==> src/rtl/plot_arb_pkg.sv <==
// rtl/plot_arb_pkg.sv - shared widths, screen defaults and state encoding for plot_arbiter
package plot_arb_pkg;
  localparam int SCREEN_W_DEFAULT = 160;
  localparam int SCREEN_H_DEFAULT = 120;
  localparam int X_W      = 8;
  localparam int Y_W      = 7;
  localparam int COLOUR_W = 3;

  typedef enum logic [1:0] {
    IDLE  = 2'd0,
    BURST = 2'd1,
    CLEAR = 2'd2
  } state_t;
endpackage

==> src/rtl/plot_arbiter_rr_pick.sv <==
// rtl/plot_arbiter_rr_pick.sv - combinational round-robin selector (module rr_pick)
module rr_pick #(
  parameter int N  = 3,
  parameter int PW = 2
) (
  input  logic [N-1:0]  req,
  input  logic [PW-1:0] ptr,
  output logic [N-1:0]  grant,
  output logic          any
);
  logic [N-1:0] mask;
  logic [N-1:0] masked;
  logic [N-1:0] sel;

  // Prefer requesters at or above ptr; fall back to the lowest overall on wrap.
  assign mask   = ~((N'(1) << ptr) - N'(1));
  assign masked = req & mask;
  assign sel    = (|masked) ? masked : req;
  assign grant  = sel & (~sel + N'(1));
  assign any    = |req;
endmodule

==> src/rtl/plot_arbiter.sv <==
// rtl/plot_arbiter.sv - VGA pixel-port arbiter with clear sequencer; optional PLOT_ARBITER_DROP_STATS_EN
module plot_arbiter
  import plot_arb_pkg::*;
#(
  parameter int NUM_REQ  = 3,
  parameter int SCREEN_W = SCREEN_W_DEFAULT,
  parameter int SCREEN_H = SCREEN_H_DEFAULT
) (
  input  logic                         clock,
  input  logic                         reset,
  input  logic [NUM_REQ-1:0]           req,
  input  logic [NUM_REQ*X_W-1:0]       req_x,
  input  logic [NUM_REQ*Y_W-1:0]       req_y,
  input  logic [NUM_REQ*COLOUR_W-1:0]  req_colour,
  input  logic [NUM_REQ-1:0]           req_last,
  output logic [NUM_REQ-1:0]           gnt,
  input  logic                         clear_start,
  input  logic [COLOUR_W-1:0]          clear_colour,
  output logic                         clear_busy,
  output logic                         clear_done,
  output logic [X_W-1:0]               x,
  output logic [Y_W-1:0]               y,
  output logic [COLOUR_W-1:0]          colour,
  output logic                         plot,
  output logic [15:0]                  drop_count
);
  localparam int PW = $clog2(NUM_REQ);

  state_t                state;
  logic [PW-1:0]         ptr;
  logic [PW-1:0]         owner;
  logic [PW-1:0]         pick_idx;
  logic [NUM_REQ-1:0]    pick;
  logic                  any_req;
  logic                  pending;
  logic [COLOUR_W-1:0]   clr_col;
  logic [X_W-1:0]        cx;
  logic [Y_W-1:0]        cy;
  logic [X_W-1:0]        rx [NUM_REQ];
  logic [Y_W-1:0]        ry [NUM_REQ];
  logic [COLOUR_W-1:0]   rc [NUM_REQ];
  logic                  in_range;
  logic                  start_ok;

  for (genvar g = 0; g < NUM_REQ; g++) begin : g_unpack
    assign rx[g] = req_x[g*X_W +: X_W];
    assign ry[g] = req_y[g*Y_W +: Y_W];
    assign rc[g] = req_colour[g*COLOUR_W +: COLOUR_W];
  end

  rr_pick #(.N(NUM_REQ), .PW(PW)) u_pick (
    .req   (req),
    .ptr   (ptr),
    .grant (pick),
    .any   (any_req)
  );

  always_comb begin
    pick_idx = '0;
    for (int i = 0; i < NUM_REQ; i++)
      if (pick[i]) pick_idx = PW'(i);
  end

  assign in_range = ({1'b0, rx[owner]} < (X_W+1)'(SCREEN_W)) &&
                    ({1'b0, ry[owner]} < (Y_W+1)'(SCREEN_H));
  assign start_ok = clear_start && !clear_busy;

  always_ff @(posedge clock or negedge reset) begin
    if (!reset) begin
      state      <= IDLE;
      gnt        <= '0;
      plot       <= 1'b0;
      x          <= '0;
      y          <= '0;
      colour     <= '0;
      clear_busy <= 1'b0;
      clear_done <= 1'b0;
      pending    <= 1'b0;
      clr_col    <= '0;
      ptr        <= '0;
      owner      <= '0;
      cx         <= '0;
      cy         <= '0;
    end else begin
      plot       <= 1'b0;
      clear_done <= 1'b0;
      if (start_ok) begin
        pending    <= 1'b1;
        clear_busy <= 1'b1;
        clr_col    <= clear_colour;
      end else if (clear_done) begin
        clear_busy <= 1'b0;
      end
      case (state)
        IDLE: begin
          gnt <= '0;
          // A clear arriving alongside a request still wins this cycle.
          if (pending || start_ok) begin
            state   <= CLEAR;
            pending <= 1'b0;
            cx      <= '0;
            cy      <= '0;
          end else if (any_req) begin
            state <= BURST;
            gnt   <= pick;
            owner <= pick_idx;
          end
        end
        BURST: begin
          if (req[owner]) begin
            x      <= rx[owner];
            y      <= ry[owner];
            colour <= rc[owner];
            plot   <= in_range;
          end
          if (!req[owner] || req_last[owner]) begin
            state <= IDLE;
            gnt   <= '0;
            ptr   <= (owner == PW'(NUM_REQ-1)) ? '0 : owner + 1'b1;
          end
        end
        CLEAR: begin
          x      <= cx;
          y      <= cy;
          colour <= clr_col;
          plot   <= 1'b1;
          if (cx == X_W'(SCREEN_W-1)) begin
            cx <= '0;
            if (cy == Y_W'(SCREEN_H-1)) begin
              state      <= IDLE;
              clear_done <= 1'b1;
            end else begin
              cy <= cy + 1'b1;
            end
          end else begin
            cx <= cx + 1'b1;
          end
        end
        default: state <= IDLE;
      endcase
    end
  end

`ifdef PLOT_ARBITER_DROP_STATS_EN
  logic drop_inc;
  assign drop_inc = (state == BURST) && req[owner] && !in_range;

  always_ff @(posedge clock or negedge reset) begin
    if (!reset)
      drop_count <= '0;
    else if (drop_inc && drop_count != 16'hFFFF)
      drop_count <= drop_count + 16'd1;
  end
`else
  assign drop_count = '0;
`endif
endmodule

==> config.mk <==
export PLATFORM = sky130hd
export DESIGN_NAME = plot_arbiter
export DESIGN_NICKNAME = d
export VERILOG_FILES = /design/src/rtl/plot_arb_pkg.sv /design/src/rtl/plot_arbiter_rr_pick.sv /design/src/rtl/plot_arbiter.sv
export SDC_FILE = /design/constraint.sdc
export NUM_CORES = 1
export LEC_CHECK = 0
export ABC_CLOCK_PERIOD_IN_PS = 4100
export CAP_MARGIN = 20
export CELL_PAD_IN_SITES_DETAIL_PLACEMENT = 2
export CELL_PAD_IN_SITES_GLOBAL_PLACEMENT = 2
export CORE_AREA = 2 2 108 110
export DETAILED_ROUTE_END_ITERATION = 10
export DIE_AREA = 0 0 110 112
export PLACE_DENSITY_LB_ADDON = 0.2
export REMOVE_ABC_BUFFERS = 1
export SLEW_MARGIN = 10
export SYNTH_ARGS = -nofsm -noshare
export SYNTH_HDL_FRONTEND = slang
export SYNTH_HIERARCHICAL = 1
export SYNTH_SLANG_ARGS = --single-unit
export TNS_END_PERCENT = 30
==> constraint.sdc <==
create_clock -name clock -period 4.1 [get_ports clock]
set_input_delay 0.615 -clock clock [delete_from_list [all_inputs] [get_ports clock]]
set_output_delay 0.615 -clock clock [all_outputs]
set_load 0.05 [all_outputs]
**Yosys cells after proc, flatten, opt, wreduce, memory -nomap -nowiden**

Cells that the tools add are included.

- Register bits after elaboration: 49
- Bits of input ports: 66
- Output and inout bits: 40

- Reductions and logical operators: 20
- Magnitude comparators: 4
- Shifts and indexed selects: 1
- Muxes and demuxes: 50
- Eq/ne operators: 12
- Add/subtract/negate cells: 5
- Bitwise logic cells: 6

Operators by type and width:

| operator | count |
|---|---|
| $mux W7 | 6 |
| $mux W8 | 5 |
| $pmux W8 S2 | 2 |
| $pmux W7 S2 | 2 |
| $mux W3 | 7 |
| $bmux W8 S2 | 1 |
| $bmux W7 S2 | 1 |
| $mux W2 | 7 |
| $mux W1 | 12 |
| $ne A2 B2 Y1 const B | 6 |
| $pmux W3 S2 | 2 |
| $add A8 B1 Y8 const B | 1 |
| $eq A8 B8 Y1 const B | 1 |
| $lt A8 B8 Y1 const B | 1 |
| $reduce_and A2 Y1 | 4 |
| $reduce_and A4 Y1 | 2 |
| $reduce_bool A2 Y1 | 4 |
| $add A7 B1 Y7 const B | 1 |
| $eq A7 B7 Y1 const B | 1 |
| $lt A7 B7 Y1 const B | 1 |
| $and A3 B3 Y3 | 2 |
| $bmux W3 S2 | 1 |
| $not A3 Y3 | 2 |
| $pmux W2 S3 | 1 |
| other kinds (19) | 25 |

**Longest topological paths before layout**

Gate-level depths: netlist of the first run.

- Depth in word-level cells: 12
- Gate-level depth with buffers: 9

**Hierarchy**

Netlist of the first run, hierarchy kept.

Modules (own cells, without submodules):

| module | instances | cells an instance | area an instance (µm²) |
|---|---|---|---|
| plot_arbiter | 1 | 326 | 2976.6 |
| rr_pick | 1 | 12 | 76.3 |

**Least setup slack after synthesis of the first run**

Ideal clock, no wire load.

- Path kind: input to register
- Start point: input port clear_start
- End point: register cx[4]
- Slack: 2.199 ns
- Stages: 7
- Arrival time: 1.780 ns
- Buffers on the path: 2
- Library setup time: 0.121 ns
- Data required time: 3.979 ns
- Path through: nor2b_1 > clkbuf_1 > o31ai_2 > buf_2 > nor3_1 > a21o_1 > a22o_1

- Cells in the longest elaborated chain, start to end: 4

Ends and longest elaborated chain:

| element | RTL line | text |
|---|---|---|
| start, declared | plot_arbiter.sv:17 | `input logic clear_start,` |
| $logic_and A1 B1 Y1 | plot_arbiter.sv:66 | `assign start_ok = clear_start && !clear_busy;` |
| $logic_or A1 B1 Y1 | plot_arbiter.sv:98 | `if (pending \|\| start_ok) begin` |
| $ne A2 B2 Y1 (no source line) | -- |  |
| $reduce_and A2 Y1 (no source line) | -- |  |
| end signal, assigned | plot_arbiter.sv:136 | `cx <= cx + 1'b1;` |
| end, declared | plot_arbiter.sv:37 | `logic [X_W-1:0] cx;` |

No other way between the ends.
A chain may end at the register's enable or synchronous reset.

**Final worst setup path of the first run**

- Start point: register owner[0]
- End point: register y[6]

- Cells in the longest elaborated chain, start to end: 6
- Elaborated cells between the ends (all ways): 10
- Those cells by class: 1 x eq/ne; 7 x mux; 1 x bitwise; 1 x reduce/logical

Ends and longest elaborated chain:

| element | RTL line | text |
|---|---|---|
| start, declared | plot_arbiter.sv:31 | `logic [PW-1:0] owner;` |
| start signal, assigned | plot_arbiter.sv:106 | `owner <= pick_idx;` |
| $not A2 Y3 (implied by the code) | plot_arbiter.sv:112 | `y <= ry[owner];` |
| $bmux W7 S2 | plot_arbiter.sv:112 |  |
| $mux W7 (implied by the code) (2 in a row) | plot_arbiter.sv:112 |  |
| $mux W7 | plot_arbiter.sv:110 | `if (req[owner]) begin` |
| $pmux W7 S2 | plot_arbiter.sv:94 | `case (state)` |
| end signal, assigned | plot_arbiter.sv:112 |  |
| end signal, assigned | plot_arbiter.sv:124 | `y <= cy;` |
| end, declared | plot_arbiter.sv:22 | `output logic [Y_W-1:0] y,` |

Parallel ways exist; a longest one is shown, timed or not. The select of a mux whose other input is x is not followed.

==> results.md, run 1 <==
- The run finished with clean final reports.
- TritonCTS built the clock tree.
- In this design, the stage delay of the slowest critical-path cell is 770 ps.
- The setup slack of the worst register-to-register path is 1520 ps.
- The number of antenna violations at the first check in global routing is 0.
- For this run, the post-layout net count is 489.
- The cell count after synthesis came out at 338.
- Detailed placement ended at an HPWL of 6920 µm.
- Port buffering added 89 buffers.
- The minimum hold slack is 327 ps.
- The congestion estimate from routability-driven global placement came to 0.760.
- From bottom edge to top edge, the die measures 112 µm.
- The required time at the endpoint of the critical path is 4270 ps.
- The worst clock skew is 10.8 ps.
- In the final timing run, aggregate negative setup slack is 0 ps.
- The biggest fanout along the worst timing path is 33.
- Counting along the longest clock path gives a buffer depth of 2.
- Of the synthesized area, sequential elements account for 40.2%.
- In the synthesized netlist the dominant register cell turns out to be dfrtp_1.
- The final routed wirelength across all metal layers is 9330 µm.
- The remaining max-slew budget at the tightest pin is 37.4%.
- The slowest cell on the critical path is mux2i_4.
- After detailed placement, the design holds a cell count of 554.
- After layout, the worst path uses 63.0% of the clock period.
- The final antenna-violating net count is 0.
- For the finished layout, the period the worst path requires is 2580 ps.
- For the worst flop-to-flop path, the logic depth is 4.
- The count of cells in the finished layout, fillers not included, comes to 562.
- In the synthesized netlist the async set-or-reset flop fraction comes to 100%.
- Once the floorplan was initialized, standard cells occupied 27.3% of the core.
- The netlist area before placement is 3050 µm².
- The average wire per standard cell is 16.6 µm.
- From left edge to right edge, the die measures 110 µm.
- The number of slew-limit violations in the final report came to 0.
- The worst setup path is launched from a flip-flop.
- The number of inserted diodes is 0.
- The transition time of the tightest slew-check pin is 919 ps.
- The area of the core region is 11,200 µm².
- The total congestion overflow after global routing is 0.
- The deepest level of the CTS H-tree is 2.
- Entering global routing, the biggest net connects 34 pins.
- The layout-stage area growth over the synthesis result is 37.0%.
- The number of top-level pins is 106.
- The worst register-to-register path begins at owner[0]$_DFFE_PN0P_.
- Setup violations remaining at the end of the flow were counted as 0.
- The worst hold path belongs to the class in2async.
- The mean instance size in the synthesized netlist is 9.03 µm².
- The clock sink count is 49.
- The endpoint identified for the worst register-to-register timing path is y[6]$_DFFE_PN0P_.
- The first-pass detailed-route iteration total is 4.
- The global-route total usage across every layer is 15.5%.
- Walking the worst path, the cells encountered are nor2b_2 -> o2bb2ai_1 -> mux2i_4 -> mux2_2.
- The root buffer cell chosen for the clock tree is clkbuf_16.
- The routed layout has 2,823 vias.
- In this run, synthesis produced a sequential element count of 49.
- The arrival time of the worst setup path is 2750 ps.
- At the later pin of the worst-skew pair, clock insertion delay measures 290 ps.
- The die covers 12,300 µm².
- After clock tree synthesis, the clock-pin slew on the worst setup and hold paths is 70 ps.
- In this run the power density over the cells is 620 nW/µm².
- Using the TritonRoute via totals, the vias-per-cell ratio works out to 5.02.
- Setup repair after global routing left no endpoint under its margin.
- STA classifies the critical path endpoint as a flip-flop.
- The number of hold buffers added after CTS was 0.
- The total DRC errors in the routed layout is 0.
- The number of different library cells in the post-synthesis netlist is 54.
- The via count of the first global-routing pass is 3,029.
- The setup path with the least slack is of type reg2reg.
- The top cell types in the final layout, fill and taps aside, are clkdlybuf4s50_1, nand2_1, dfrtp_1.
- The maximum vdd drop is 0.185 mV.
- The number of enable-type register cells in the synthesized netlist is 0.
- The Yosys step of the flow raised 6 warnings.
- For this design the static power due to leakage is 0.00174 µW.
- The library cell used most frequently in the layout, excluding fill and tap cells, is clkdlybuf4s50_1.
- The filler cell count in the final layout is 1,230.
- In this run, the number of DRC markers left after iteration 0 of detailed routing was 61.
- The final number of hold-violating endpoints is 0.
- The post-cts repair resize count is 0.
- In the final layout, the share of cells above drive strength 1 is 7.88%.
- Max-cap violations in this run came to 0.
- After floorplanning, the core was divided into 39 placement rows.
- Based on the critical path, the design can be clocked at up to 0.387 GHz.
- The first global-routing pass estimated 15,200 µm of wire.
- Summing internal, switching and leakage power gives 2590 µW.
- The total clock buffers created by CTS is 5.
- Once the clock tree was built, the setup fixing pass inserted 0 buffers.
critical path, delay by kind of cell, from the launching register on:
| family | cells | cell delay, ps |
|---|---|---|
| muxes | 2 | 1180 |
| DFF | 1 | 710 |
| AOI/OAI and AO/OA | 1 | 240 |
| and+or+nand+nor | 1 | 320 |
worst max-delay path by stage:
stage	cells after the start	slack (ps)	end	start
after floorplan	4	1130	y[3]$_DFFE_PN0P_	owner[1]$_DFFE_PN0P_
after global placement	5	1290	y[6]$_DFFE_PN0P_	req[2]
after detailed placement	5	1190	y[6]$_DFFE_PN0P_	req[2]
after CTS	4	1420	y[6]$_DFFE_PN0P_	owner[0]$_DFFE_PN0P_
after global routing	4	1270	y[3]$_DFFE_PN0P_	owner[0]$_DFFE_PN0P_
final	4	1520	y[6]$_DFFE_PN0P_	owner[0]$_DFFE_PN0P_
metrics by stage:
stage / worst slack (ps) / cell area [µm²] / utilization, %
final: 1520 / 4180 / 37.4
after global routing: 1270 / 4180 / 37.4
after CTS: 1420 / 4180 / 37.4
after detailed placement: 1190 / 4010 / 35.9
after global placement: 1290 / 4010 / 35.9
after floorplan: 1130 / 2890 / -
cell usage after synthesis, drive strengths merged, types with 8 or more instances:
cell	number	area (µm²)
nor2	18	67.6
mux2	9	101
inv	8	30.0
o21ai	37	185
nand2	51	191
dfrtp	49	1230
clkbuf	10	37.5
a21oi	15	75.1
mux2i	22	224
nand3	10	50.1
buf	27	186
o211ai	12	90.1
flip-flops by register name, indices dropped and copies added (netlist names), 2 cells and up:
signal,flops
cx,8
x,8
cy,7
y,7
clr_col,3
colour,3
gnt,3
owner,2
ptr,2
state,2
layer usage:
layer	up-vias	global-route usage [%]	share of wire, %
met3	4	3.40	6.6
met4	0	2.87	0.69
met1	1388	20.0	44
met2	81	26.5	48
li1	1350	-	-
met5	-	0	0
cells by family after synthesis:
family                   Yosys count  share of synthesized area (%)
XOR/XNOR                           2                          0.574
flip-flops                        49                           40.2
AND/OR/NAND/NOR                  110                           17.3
multiplexers                      31                           10.7
other                              1                          0.123
adder cells (fa/ha/maj)            5                           2.05
AO/OA/AOI/OAI                     95                           20.8
buffers and inverters             45                           8.32
area by class of cell:
class / count / area [µm²] / share of cell area [%]
clock buffer: 6 / 139 / 3.32
inverter: 8 / 30.0 / 0.718
clock inverter: 2 / 37.5 / 0.897
timing repair buffer: 95 / 931 / 22.3
multi-input combinational: 259 / 1640 / 39.2
tap: 143 / 179 / 4.28
sequential: 49 / 1230 / 29.3
power by group:
| group | internal (µW) | switching (µW) | leakage [µW] |
|---|---|---|---|
| Clock | 305 | 191 | 0.0000831 |
| Sequential | 609 | 128 | 0.000638 |
| Combinational | 519 | 842 | 0.00102 |
(Power assumes the default switching activity.)
==> run 2, diff against run 1 <==
- ABC_CLOCK_PERIOD_IN_PS: 4100 -> 2500
- CORE_AREA: 2 2 108 110 -> 2 2 112 114
- DIE_AREA: 0 0 110 112 -> 0 0 114 116
- clock period: 4.1 -> 2.5 ns (I/O delays scaled with it)
==> results.md, run 2 (same netlist as run 1, synthesis figures left out) <==
- The deepest level of the CTS H-tree came to 2 (unchanged).
- The sum of net half-perimeters after detailed placement is 7120 µm (was 6920 µm).
- The fraction of met1 tracks used by global routing is 18.8% (was 20.0%).
- The global-route total usage across every layer is 14.9% (was 15.5%).
- The cell family contributing the most delay on the critical path is compound AO/OA/AOI/OAI gates (was multiplexers).
- The required time at the endpoint of the critical path was 2680 ps (was 4270 ps).
- The count of buffers inserted at the top-level ports is 89 (unchanged).
- The share of layout cells above drive strength 1 is 9.18% (was 7.88%).
- The total of endpoints with negative setup slack in the final report is 0 (unchanged).
- The slack of the critical path is 343 ps (was 1520 ps).
- The layer carrying the most global-route usage was met2 (unchanged).
- The total clock buffers created by CTS is 5 (unchanged).
- The maximum vdd drop is 0.338 mV (was 0.185 mV).
- The met2 demand-to-capacity share in global routing was 26.5% (about the same).
- The leading cell type in the layout, fill and taps excluded is clkdlybuf4s50_1 (unchanged).
- The clock latency of the later-clocked register in the worst-skew pair is 300 ps (was 290 ps).
- The first-pass GRT wire length is 15,600 µm (was 15,200 µm).
- The die height is 116 µm (was 112 µm).
- The number of inserted diodes is 0 (unchanged).
- The routability-driven placement congestion ratio came to 0.772 (was 0.760).
- The standard cell area after detailed placement is 4080 µm² (was 4010 µm²).
- CP Cell Sequence: inv_1 -> ha_1 -> inv_1 -> o31ai_2 -> a221o_1 -> nor3_1 -> a211o_1 (was nor2b_2 -> o2bb2ai_1 -> mux2i_4 -> mux2_2).
- The type of the worst setup path is reg2reg (unchanged).
- The total DRC errors in the routed layout was 0 (unchanged).
- The via count normalized by instance count came to 4.94 (was 5.02).
- The worst slack at placement was 177 ps (was 1190 ps).
- The number of antenna violations at the first check in global routing is 0 (unchanged).
- The total via count in the routed design is 2,827 (was 2,823).
- The die footprint was 13,200 µm² (was 12,300 µm²).
- The total number of nets in the final design was 495 (was 489).
- The worst path buffer plus inverter count came to 2 (was 0).
- The final critical-path share of the clock period was 86.3% (was 63.0%).
- The clock sink count is 49 (unchanged).
- The slowest cell on the critical path is a221o_1 (was mux2i_4).
- The worst clock skew was 8.36 ps (was 10.8 ps).
- The CTS tree is done (unchanged).
- Most frequent cells in the layout: clkdlybuf4s50_1, nand2_1, dfrtp_1 (unchanged).
- The total negative slack is 0 ps (unchanged).
- The remaining max-slew budget at the tightest pin was 59.6% (was 37.4%).
- The arrival time of the worst setup path was 2340 ps (was 2750 ps).
- The post-cts repair resize count is 0 (unchanged).
- The die span in x is 114 µm (was 110 µm).
- The beginning of the worst register-to-register path was state[1]$_DFFE_PN0P_ (was owner[0]$_DFFE_PN0P_).
- The area of the core region is 11,900 µm² (was 11,200 µm²).
- The initial cell density of the core came to 25.6% (was 27.3%).
- The final antenna-violating net count is 0 (unchanged).
- The pin count of the biggest net entering global routing is 29 (was 34).
- The minimum hold slack is 60.7 ps (was 327 ps).
- The clock-pin slew on the worst setup and hold paths came to 70 ps (about the same).
- The critical path launch point is state[1]$_DFFE_PN0P_ (was owner[0]$_DFFE_PN0P_).
- The kind of end point of the critical path is a flip-flop (unchanged).
- The average wire per standard cell came to 16.6 µm (about the same).
- The transition time of the tightest slew-check pin is 601 ps (was 919 ps).
- Unrepaired setup endpoints after global routing: no (unchanged).
- The reported leakage power was 0.00177 µW (was 0.00174 µW).
- The routing usage on met3 is 2.88% (was 3.40%).
- The kind of path behind the tightest hold check is in2async (unchanged).
- The maximum clock frequency is 0.464 GHz (was 0.387 GHz).
- The startpoint type of the worst setup path is a flip-flop (unchanged).
- The final routed wirelength across all metal layers is 9510 µm (was 9330 µm).
- Result of the run: finished clean (unchanged).
- The layout-stage area growth over the synthesis result is 38.5% (was 37.0%).
- The biggest fanout along the worst timing path is 10 (was 33).
- The first-pass detailed-route iteration total is 4 (unchanged).
- The cts-stage hold buffer count is 0 (unchanged).
- The shortest period the worst path allows was 2160 ps (was 2580 ps).
- The number of buffers added for setup after CTS is 0 (unchanged).
- The number of slew-limit violations in the final report is 0 (unchanged).
- The detailed router's first-iteration violation count was 86 (was 61).
- The total power divided by cell area is 998 nW/µm² (was 620 nW/µm²).
- The setup slack of the worst register-to-register path is 340 ps (was 1520 ps).
- The max-capacitance violation count was 0 (unchanged).
- The library cell appearing most often on the critical path is inv_1.
- The CTS root buffer is clkbuf_16 (unchanged).
- The buffer levels on the longest clock path was 2 (unchanged).
- The number of core rows is 40 (was 39).
- The total congestion overflow after global routing was 0 (unchanged).
- The total non-filler cell area in the finished layout came to 4230 µm² (was 4180 µm²).
- The final number of hold-violating endpoints was 0 (unchanged).
- The number of top-level pins is 106 (unchanged).
- The via count of the first global-routing pass is 3,038 (was 3,029).
- The largest incremental delay on the critical path was 440 ps (was 770 ps).
- The core occupancy in the finished layout came to 35.5% (was 37.4%).
- Registers with the most flip-flops: cx x8, x x8 (unchanged).
-- run 2: changes by cell type in the layout (fill, tap and decap cells not counted) --
cell	delta
buf_4	+4
buf_12	+2
bufinv_16	-1
clkbuf_8	-1
clkinv_2	+1
inv_6	+1
-- run 2: cell type report --
type                       count  area [µm²]
multi-input combinational    259        1640
fill                        1358        7680
sequential                    49        1230
clock inverter                 3        21.3
inverter                       8        30.0
tap                          147         184
timing repair buffer         101        1000
clock buffer                   5         125
-- run 2: worst paths after layout --
kind                       depth (start not counted)                     end
setup / recovery                                   7       cy[2]$_DFFE_PN0P_
hold / removal                                     1  clr_col[2]$_DFFE_PN0P_
setup reg to reg                                   7       cy[2]$_DFFE_PN0P_
hold reg to reg                                    1  clear_busy$_DFFE_PN0P_
max in group asynchronous                          2       cy[3]$_DFFE_PN0P_
min in group clock                                 1  clear_busy$_DFFE_PN0P_
-- run 2: routing by layer --
metal,share of wire (%),up-vias
li1,-,1351
met1,46,1389
met2,48,81
met3,4.8,6
met4,1.0,0
met5,0,-
-- run 2: power breakdown --
part           leakage, µW  internal (µW)  switching (µW)  total [µW]
Clock            0.0000702            373             322         695
Combinational      0.00106            895            1490        2380
Sequential        0.000638           1000             144        1140
-- run 2: through the flow --
stage / power (µW) / cells
6_report: 4220 / 572
5_1_grt: 4540 / 572
4_1_cts: 4310 / 572
3_5_place_dp: 3590 / 564
3_3_place_gp: 3520 / 564
2_1_floorplan: 2670 / 316
==> run 3, diff against run 2 <==
- CORE_AREA: 2 2 112 114 -> 2 2 108 84
- DIE_AREA: 0 0 114 116 -> 0 0 110 86
- DONT_BUFFER_PORTS: not set -> 1
==> results.md, run 3 (same netlist as run 1, synthesis figures left out) <==
- The clock latency of the later-clocked register in the worst-skew pair is 300 ps (about the same).
- The detailed router's first-iteration violation count is 81 (was 86).
- The met2 wire length is 3750 µm (was 4600 µm).
- The type of the worst setup path is reg2reg (unchanged).
- The maximum clock frequency is 0.477 GHz (was 0.464 GHz).
- The buffer levels on the longest clock path is 2 (unchanged).
- The total via count in the routed design was 2,538 (was 2,827).
- The total number of nets in the final design is 408 (was 495).
- The total congestion overflow after global routing came to 0 (unchanged).
- The reg-to-reg critical path endpoint was cy[2]$_DFFE_PN0P_ (unchanged).
- The pin count of the biggest net entering global routing is 50 (was 29).
- The filler cell count in the final layout is 933 (was 1,358).
- The kind of end point of the critical path is a flip-flop (unchanged).
- The number of slew-limit violations in the final report is 0 (unchanged).
- The transition time of the tightest slew-check pin is 532 ps (was 601 ps).
- The deepest level of the CTS H-tree was 2 (unchanged).
- The clock sink count was 49 (unchanged).
- The total clock buffers created by CTS came to 5 (unchanged).
- The total routed wire length on the met1 layer is 3980 µm (was 4350 µm).
- The worst slack at placement is 405 ps (was 177 ps).
- The CTS root buffer is clkbuf_8 (was clkbuf_16).
- The startpoint type of the worst setup path is a flip-flop (unchanged).
- The final number of hold-violating endpoints was 0 (unchanged).
- The met3 layer wire length in the routed design came to 599 µm (was 460 µm).
- The via count normalized by instance count is 5.69 (was 4.94).
- The number of placed cells counting well taps is 436 (was 564).
- The total negative slack was 0 ps (unchanged).
- The final critical-path share of the clock period is 83.9% (was 86.3%).
- The die span in x is 110 µm (was 114 µm).
- The layout-stage area growth over the synthesis result is 6.80% (was 38.5%).
- The arrival time of the worst setup path was 2290 ps (was 2340 ps).
- The beginning of the worst register-to-register path is state[0]$_DFFE_PN0P_ (was state[1]$_DFFE_PN0P_).
- The final antenna-violating net count was 0 (unchanged).
- The via count of the first global-routing pass was 2,664 (was 3,038).
- The biggest fanout along the worst timing path is 10 (unchanged).
- The number of antenna violations at the first check in global routing is 0 (unchanged).
- Registers with the most flip-flops: cx x8, x x8 (unchanged).
- The die footprint came to 9460 µm² (was 13,200 µm²).
- The kind of path behind the tightest hold check is in2reg (was in2async).
- The first-pass GRT wire length is 13,500 µm (was 15,600 µm).
- The max-capacitance violation count was 0 (unchanged).
- The required time at the endpoint of the critical path was 2690 ps (was 2680 ps).
- The post-cts repair resize count is 0 (unchanged).
- The initial cell density of the core is 36.7% (was 25.6%).
- The total power was 3620 µW (was 4220 µW).
- The first-pass detailed-route iteration total is 4 (unchanged).
- The highest routing layer actually used is met4 (unchanged).
- The number of core rows came to 29 (was 40).
- The depth of the worst register-to-register path came to 8 (was 7).
- The total DRC errors in the routed layout is 0 (unchanged).
- The number of inserted diodes is 0 (unchanged).
- The worst clock skew is 7.87 ps (was 8.36 ps).
- The CTS tree is done (unchanged).
- The die height is 86 µm (was 116 µm).
- The critical path launch point was state[0]$_DFFE_PN0P_ (was state[1]$_DFFE_PN0P_).
- The slack of the critical path is 402 ps (was 343 ps).
- The maximum vdd drop was 0.454 mV (was 0.338 mV).
- The setup slack of the worst register-to-register path came to 400 ps (was 340 ps).
- The number of top-level pins is 106 (unchanged).
- The sum of net half-perimeters after detailed placement is 6160 µm (was 7120 µm).
- The depth of the worst hold-timing path is 1.
- The routability-driven placement congestion ratio is 0.850 (was 0.772).
- The total power divided by cell area is 1110 nW/µm² (was 998 nW/µm²).
- The remaining max-slew budget at the tightest pin came to 64.5% (was 59.6%).
- The count of non-filler cells in the finished layout came to 446 (was 572).
- The count of buffers inserted at the top-level ports is 0 (was 89).
- The total of endpoints with negative setup slack in the final report is 0 (unchanged).
- Unrepaired setup endpoints after global routing: no (unchanged).
- The average wire per standard cell is 18.8 µm (was 16.6 µm).
- The final routed wirelength across all metal layers is 8390 µm (was 9510 µm).
- The global-route total usage across every layer is 18.2% (was 14.9%).
- The reported leakage power is 0.00142 µW (was 0.00177 µW).
- Most frequent cells in the layout: nand2_1, dfrtp_1, o21ai_0 (was clkdlybuf4s50_1, nand2_1, dfrtp_1).
- The core occupancy in the finished layout is 39.2% (was 35.5%).
- Result of the run: finished clean (unchanged).
- The clock-pin slew on the worst setup and hold paths was 90 ps (was 70 ps).
- The critical path capture point is cy[2]$_DFFE_PN0P_ (unchanged).
- The area of the core region is 8310 µm² (was 11,900 µm²).
- The shortest period the worst path allows is 2100 ps (was 2160 ps).
- The share of layout cells above drive strength 1 is 11.5% (was 9.18%).
- The leading cell type in the layout, fill and taps excluded is nand2_1 (was clkdlybuf4s50_1).
## run 3: cell types whose count changed in the layout (fill, tap and decap cells not counted), sizes merged
| cell | previous run | this run |
|---|---|---|
| clkbuf | 5 | 7 |
| clkdlybuf4s50 | 88 | 0 |
| clkinvlp | 1 | 0 |
| dlygate4sd3 | 0 | 1 |
| inv | 9 | 8 |
## run 3: how the worst min path moves through the flow
stage	endpoint	slack (ps)	from
final	clr_col[0]$_DFFE_PN0P_	230	clear_colour[0]
after global routing	clr_col[1]$_DFFE_PN0P_	210	clear_colour[1]
after CTS	clr_col[0]$_DFFE_PN0P_	210	clear_colour[0]
after detailed placement	colour[1]$_DFFE_PN0P_	80	reset
after global placement	colour[1]$_DFFE_PN0P_	80	reset
after floorplan	clear_busy$_DFFE_PN0P_	80	reset
## run 3: critical path, cell delays in order, from the launching register on
cell and delay [ps]:
dfrtp_1 380, inv_1 80, ha_1 220, buf_4 170
or2_2 300, o31ai_2 70, a221o_1 420, nor3_1 100
a211o_1 240
## run 3: repair_timing
action | 4_1_cts | 5_1_grt
hold buffers | 2 | 0
hold endpoints to repair | 49 | 0
setup buffers | 0 | 0
## run 3: metal layers
metal | GRT usage [%] | vias to the layer above
met5 | 0 | -
met4 | 2.76 | 0
met3 | 4.56 | 4
met2 | 30.0 | 88
met1 | 24.7 | 1267
li1 | - | 1179
## run 3: cell type report
| cell class | instances | area, µm² | share of cell area, % |
|---|---|---|---|
| clock inverter | 1 | 5.00 | 0.153 |
| clock buffer | 7 | 96.3 | 2.95 |
| inverter | 8 | 30.0 | 0.921 |
| timing repair buffer | 14 | 128 | 3.91 |
| sequential | 49 | 1230 | 37.6 |
| tap | 108 | 135 | 4.14 |
| multi-input combinational | 259 | 1640 | 50.3 |
## run 3: power by group
group	internal (µW)	switching [µW]	leakage [µW]
clock network	251	272	0.0000542
registers	988	737	0.000638
logic	557	812	0.000726
## run 3: per-stage QoR
step	area [µm²]	hold WS, ps
after floorplan	2890	79.4
after global placement	3120	81.3
after detailed placement	3120	81.2
after CTS	3260	215
after global routing	3260	207
final	3260	225
